<file path="config.mk">
export PLATFORM = sky130hd
export DESIGN_NAME = bounce_step_ctrl
export DESIGN_NICKNAME = d
export VERILOG_FILES = /design/src/rtl/bounce_step_ctrl.sv
export SDC_FILE = /design/constraint.sdc
export NUM_CORES = 1
export LEC_CHECK = 0
export BUFFER_PORTS_ARGS = -buffer_cell sky130_fd_sc_hd__buf_2
export CORE_ASPECT_RATIO = 0.75
export CORE_MARGIN = 2
export CORE_UTILIZATION = 60
export DETAILED_ROUTE_END_ITERATION = 7
export GPL_ROUTABILITY_DRIVEN = 0
export PLACE_DENSITY_LB_ADDON = 0.1
export SLEW_MARGIN = 30
export SYNTH_ARGS = -nofsm -noshare
export SYNTH_HDL_FRONTEND = slang
export SYNTH_SLANG_ARGS = --single-unit
</file>
<file path="constraint.sdc">
create_clock -name clk -period 4.7 [get_ports clk]
set_input_delay 0.705 -clock clk [delete_from_list [all_inputs] [get_ports clk]]
set_output_delay 0.705 -clock clk [all_outputs]
set_load 0.05 [all_outputs]
</file>
<file path="src/rtl/bounce_step_ctrl.sv">
// Step-rate controller for the bouncing one-hot shift register.
// Emits clock-divided ena step pulses, counts TC bounces on tc_in, and
// runs either continuously (bounces == 0) or until a bounce target is hit.
module bounce_step_ctrl #(
  parameter int DIV_WIDTH    = 16,
  parameter int BOUNCE_WIDTH = 8
) (
  input  logic                    clk,
  input  logic                    rstna,
  input  logic                    start,
  input  logic                    stop,
  input  logic                    pause,
  input  logic [DIV_WIDTH-1:0]    div,
  input  logic [BOUNCE_WIDTH-1:0] bounces,
  input  logic                    tc_in,
  output logic                    ena,
  output logic                    busy,
  output logic                    paused,
  output logic                    done,
  output logic [BOUNCE_WIDTH-1:0] bounce_cnt
);

  typedef enum logic [1:0] {IDLE, RUN, PAUSED} state_t;

  state_t                  state, state_d;
  logic [DIV_WIDTH-1:0]    cnt, cnt_d, div_q, div_d;
  logic [BOUNCE_WIDTH-1:0] target_q, target_d, bounce_d;
  logic                    ena_d, done_d;
  logic                    hit, complete;

  // Prescaler wraps when it reaches the latched period; a bounce completes
  // the run when it is the last one the target asks for.
  assign hit      = (cnt == div_q);
  assign complete = tc_in && (target_q != '0) &&
                    (bounce_cnt == target_q - BOUNCE_WIDTH'(1));

  assign busy   = (state != IDLE);
  assign paused = (state == PAUSED);

  // State register and all datapath registers; reset clears everything.
  always_ff @(posedge clk or negedge rstna) begin
    if (!rstna) begin
      state      <= IDLE;
      cnt        <= '0;
      div_q      <= '0;
      target_q   <= '0;
      bounce_cnt <= '0;
      ena        <= 1'b0;
      done       <= 1'b0;
    end else begin
      state      <= state_d;
      cnt        <= cnt_d;
      div_q      <= div_d;
      target_q   <= target_d;
      bounce_cnt <= bounce_d;
      ena        <= ena_d;
      done       <= done_d;
    end
  end

  // Next-state and next-register values; priority stop > completion > pause.
  always_comb begin
    state_d  = state;
    cnt_d    = cnt;
    div_d    = div_q;
    target_d = target_q;
    bounce_d = bounce_cnt;
    ena_d    = 1'b0;
    done_d   = 1'b0;
    case (state)
      IDLE: begin
        if (start && !stop) begin
          div_d    = div;
          target_d = bounces;
          cnt_d    = '0;
          bounce_d = '0;
          state_d  = RUN;
        end
      end
      RUN, PAUSED: begin
        if (stop) begin
          state_d = IDLE;
        end else if (complete) begin
          bounce_d = target_q;
          done_d   = 1'b1;
          state_d  = IDLE;
        end else begin
          if (tc_in) bounce_d = bounce_cnt + BOUNCE_WIDTH'(1);
          if (pause) begin
            state_d = PAUSED;
          end else begin
            // The cycle that leaves PAUSED steps too, so each paused
            // cycle costs exactly one clock of schedule.
            state_d = RUN;
            ena_d   = hit;
            cnt_d   = hit ? '0 : cnt + DIV_WIDTH'(1);
          end
        end
      end
      default: state_d = IDLE;
    endcase
  end

endmodule

</file>
==> implementation parameters <==
Parameter                              Value

Yosys
  Sequential fraction of the synthesis area ... between 40 and 50%
  Cell type with the largest total area after synthesis ... sky130_fd_sc_hd__dfrtp_1
  Post-Synth XOR/XNOR Area ... 6.863%
  Share of Yosys cell area claimed by the top area cell type ... 40.78%
  Largest family of logic cells by synthesized area ... simple AND/OR/NAND/NOR gates
  Leading post-synthesis cells by cell area ... sky130_fd_sc_hd__dfrtp_1 (41%), sky130_fd_sc_hd__mux2_2 (8.5%), sky130_fd_sc_hd__xor2_1 (5.2%)
  Net count after synthesis ... between 300 and 400
  Post-Synthesis Cells ... between 300 and 400
  Post-synth top flop ... sky130_fd_sc_hd__dfrtp_1
  Area share of fa/ha/maj cells after synthesis ... 2.353%
  Async set-or-reset flop fraction in the synthesized netlist ... 100.0%
  EDFF count, synth ... 0
  Synth Area per Inst ... 9.817 µm²
  Synthesized-area fraction occupied by and/or/nand/nor cells ... a little under a quarter
  Synthesis-stage register bit count ... 52
  Yosys cell types ... 61
  Synthesis warning total ... 0
  Area of the mapped netlist ... between 3000 and 4000 µm²
  Compound-gate portion of the synthesized area ... 13.65%
  Fraction of synthesized area in multiplexers ... 9.137%

Placement
  Final HPWL DP ... slightly above 5 mm
  Number of input and output port buffers inserted ... 41

Worst setup path
  Critical path startpoint category ... flop
  Maximum net fanout on the critical path ... 31
  Crit-path leading delay family ... compound AO/OA/AOI/OAI gates
  Kind of end point of the critical path ... flop
  Max stage delay cell, worst path ... sky130_fd_sc_hd__nand4_2
  Crit path buf inv count ... 1
  Crit path kind ... flop to flop
  Worst stage delay on the critical path ... roughly 0.63 ns
  WP data required ... slightly below 5 ns
  Arr. time, crit path ... 3.03 ns
  Cell breakdown of the critical path ... inv_1 > ha_1 > o21ba_1 > a221oi_1 > a41o_1 > nand4_2 > a31o_2 > a21o_1

Die
  Standard-cell row count ... 22
  Initial core utilization ... between 60% and 70%
  I/O pin cnt ... 42
  Standard cell core area ... 5010 µm²
  Area enclosed by the die boundary ... 5923 µm²
  Width of the die ... 88.20 µm
  Die Y ... 67.15 µm

Global routing
  First-pass GRT wire length ... roughly 12 mm
  Initial antenna violation count ... 0
  Total gr overflow ... 0
  Via count of the first global-routing pass ... 2394
  Maximum number of pins on one net before global-route repair ... 53
  Global-route total usage across every layer ... 26.06%

Route
  Final ANT Viol Nets ... 0
  Average wire length per cell after detail routing ... 16.55 µm
  Detailed Route WL ... 7.150 mm
  Drt initial violations ... 292
  Residual DRC ... 0
  Number of search-and-repair iterations in the first detailed-routing pass ... 5
  Number of vias per cell after detailed routing ... 6.222
  DR vias ... 2688

Timing
  Period minus WS final ... ~2.8 ns
  Post-Route Setup TNS ... 0 ns
  Share of the clock period used by the worst path ... 60.16%
  Number of slew-limit violations in the final report ... 0
  Worst-case clock skew ... 0.008124 ns
  Upper clock frequency limit ... 353.7 MHz
  Number of endpoints failing setup at the final stage ... 0
  Setup repair after global routing missed its margin ... false
  Actual slew at the worst max-slew pin ... ~0.84 ns
  Hold violation total from the final report ... 0
  Slew HR ... 43.52%

Pwr
  Lkg Pwr ... 1.590 nW
  Total Power ... 2.216 mW
  Power per cell area ... 628.9 nW/µm²
  Max IR drop VDD ... 0.3931 mV

Clocking
  Number of instances resized during post-cts repair ... 0
  Clock tree from TritonCTS ... yes
  Post-CTS repair timing setup buffer count ... 0
  Clock latency on the worst-skew pair ... 0.31 ns
  # H-tree levels ... 2
  Clock-pin slew reported for the worst setup and hold paths after clock tree synthesis ... 0.09 ns
  CTS buffer count ... 5
  Cts-stage hold buffer count ... 0
  Max Root-Sink Buffers ... 2
  Root buffer cell ... sky130_fd_sc_hd__clkbuf_8
  Number of clock sinks seen by CTS ... 52

Final layout
  Register area ... about 1300 µm²
  Count of fill cells added during filler insertion ... 414
  ANT cells ... 0
  Footprint of the multi-input gates ... between 1500 and 2000 µm²
  Final net count ... 395
  Area added between synthesis and finish ... 10.43%
  Fraction of final layout cells sized beyond drive strength 1 ... 25.28%
  Post-Route Utilization ... a little over two thirds

Status
  Outcome ... finished, final reports clean

Worst hold path
  Class of the tightest hold or removal check ... primary input to asynchronous set/reset pin

Job
  Maximum capacitance violations ... 0
[cell families after synthesis]
kind of cell               Yosys count
AOI/OAI and AO/OA                   62
muxes                               26
and+or+nand+nor                    121
adders and majority gates            6
buffers and inverters               33
xor gates and xnor gates            25
DFF                                 52
[cells in the final DEF (no fill, tap or decap), drive strengths merged, types with 4 or more instances in the layout]
cell    synthesis  layout
a21oi          10      10
a31oi           6       6
and3           13      13
and4            5       5
buf             8      42
clkbuf          7       6
dfrtp          52      52
ha              6       6
inv            18      18
mux2           25      25
nand2          26      26
nand3          20      20
nand4           6       6
nor2            8       8
nor3           11      11
nor4           13      13
nor4b           4       4
o211ai          8       8
o21ai          18      18
xnor2           6       6
xor2           19      19
[final cells by class]
type	count	share of cell area (%)
Multi-Input combinational cell	240	50.04
Tap cell	72	2.557
Timing Repair Buffer	42	6.037
Inverter	18	1.918
Sequential cell	52	36.93
Clock buffer	6	2.060
Clock inverter	2	0.4616
[flip-flops by register name (all words and copies together), names as in the netlist]
signal,flops
bounce_cnt,8
cnt,16
div_q,16
done,1
ena,1
state,2
target_q,8
[power breakdown]
| part | internal (mW) | leakage [nW] | switching, mW |
|---|---|---|---|
| Combinational | 0.405 | 0.879 | 0.670 |
| Clock | 0.106 | 0.0414 | 0.149 |
| Sequential | 0.624 | 0.669 | 0.262 |
[synth_stat cells, types with 2 or more instances]
| cell type | n |
|---|---|
| sky130_fd_sc_hd__a31oi_1 | 6 |
| sky130_fd_sc_hd__nand4_1 | 5 |
| sky130_fd_sc_hd__a41o_1 | 2 |
| sky130_fd_sc_hd__clkbuf_1 | 7 |
| sky130_fd_sc_hd__o211ai_1 | 7 |
| sky130_fd_sc_hd__inv_1 | 18 |
| sky130_fd_sc_hd__a32oi_1 | 2 |
| sky130_fd_sc_hd__o21ai_0 | 8 |
| sky130_fd_sc_hd__nand2_1 | 26 |
| sky130_fd_sc_hd__nor2b_1 | 2 |
| sky130_fd_sc_hd__mux2_2 | 24 |
| sky130_fd_sc_hd__nor4b_1 | 3 |
| sky130_fd_sc_hd__buf_2 | 4 |
| sky130_fd_sc_hd__o21ai_1 | 9 |
| sky130_fd_sc_hd__nor4_1 | 9 |
| sky130_fd_sc_hd__xnor2_1 | 6 |
| sky130_fd_sc_hd__nand3_1 | 20 |
| sky130_fd_sc_hd__and3_1 | 13 |
| sky130_fd_sc_hd__dfrtp_1 | 52 |
| sky130_fd_sc_hd__xor2_1 | 19 |
| sky130_fd_sc_hd__ha_1 | 6 |
| sky130_fd_sc_hd__nor4_2 | 4 |
| sky130_fd_sc_hd__a21oi_1 | 10 |
| sky130_fd_sc_hd__a211o_1 | 2 |
| sky130_fd_sc_hd__buf_1 | 2 |
| sky130_fd_sc_hd__nor2_1 | 7 |
| sky130_fd_sc_hd__a21o_1 | 3 |
| sky130_fd_sc_hd__nor3_1 | 11 |
| sky130_fd_sc_hd__nand4b_1 | 3 |
| sky130_fd_sc_hd__and4_1 | 4 |
[metal layers]
metal	wire (µm)	up-vias	GRT usage [%]
met5	0	-	0
li1	-	1263	-
met2	2895	112	35.15
met1	3602	1302	42.68
met4	77	0	6.061
met3	575	11	5.134
[metrics by stage]
stage | setup slack, ns | std cells | hold WS [ns] | area (µm²)
after floorplan | 2.442 | 325 | 0.4094 | 3191
after global placement | 1.958 | 424 | 0.5111 | 3421
after detailed placement | 1.815 | 424 | 0.5150 | 3423
after CTS | 1.798 | 432 | 0.5288 | 3512
after global routing | 1.671 | 432 | 0.5472 | 3523
final | 1.873 | 432 | 0.4889 | 3523
[path summary, 6_finish.rpt]
kind	startpoint	slack, ns	to	depth (start not counted)
max	target_q[0]	1.87	cnt[5]	8
min	rstna	0.49	bounce_cnt[0]	2
max reg2reg	target_q[0]	1.87	cnt[5]	8
min reg2reg	div_q[5]	0.53	div_q[5]	1
max in group asynchronous	rstna	3.76	cnt[5]	2
min in group clk	div_q[5]	0.53	div_q[5]	1
Note: power is estimated with default switching activity, not from simulation.
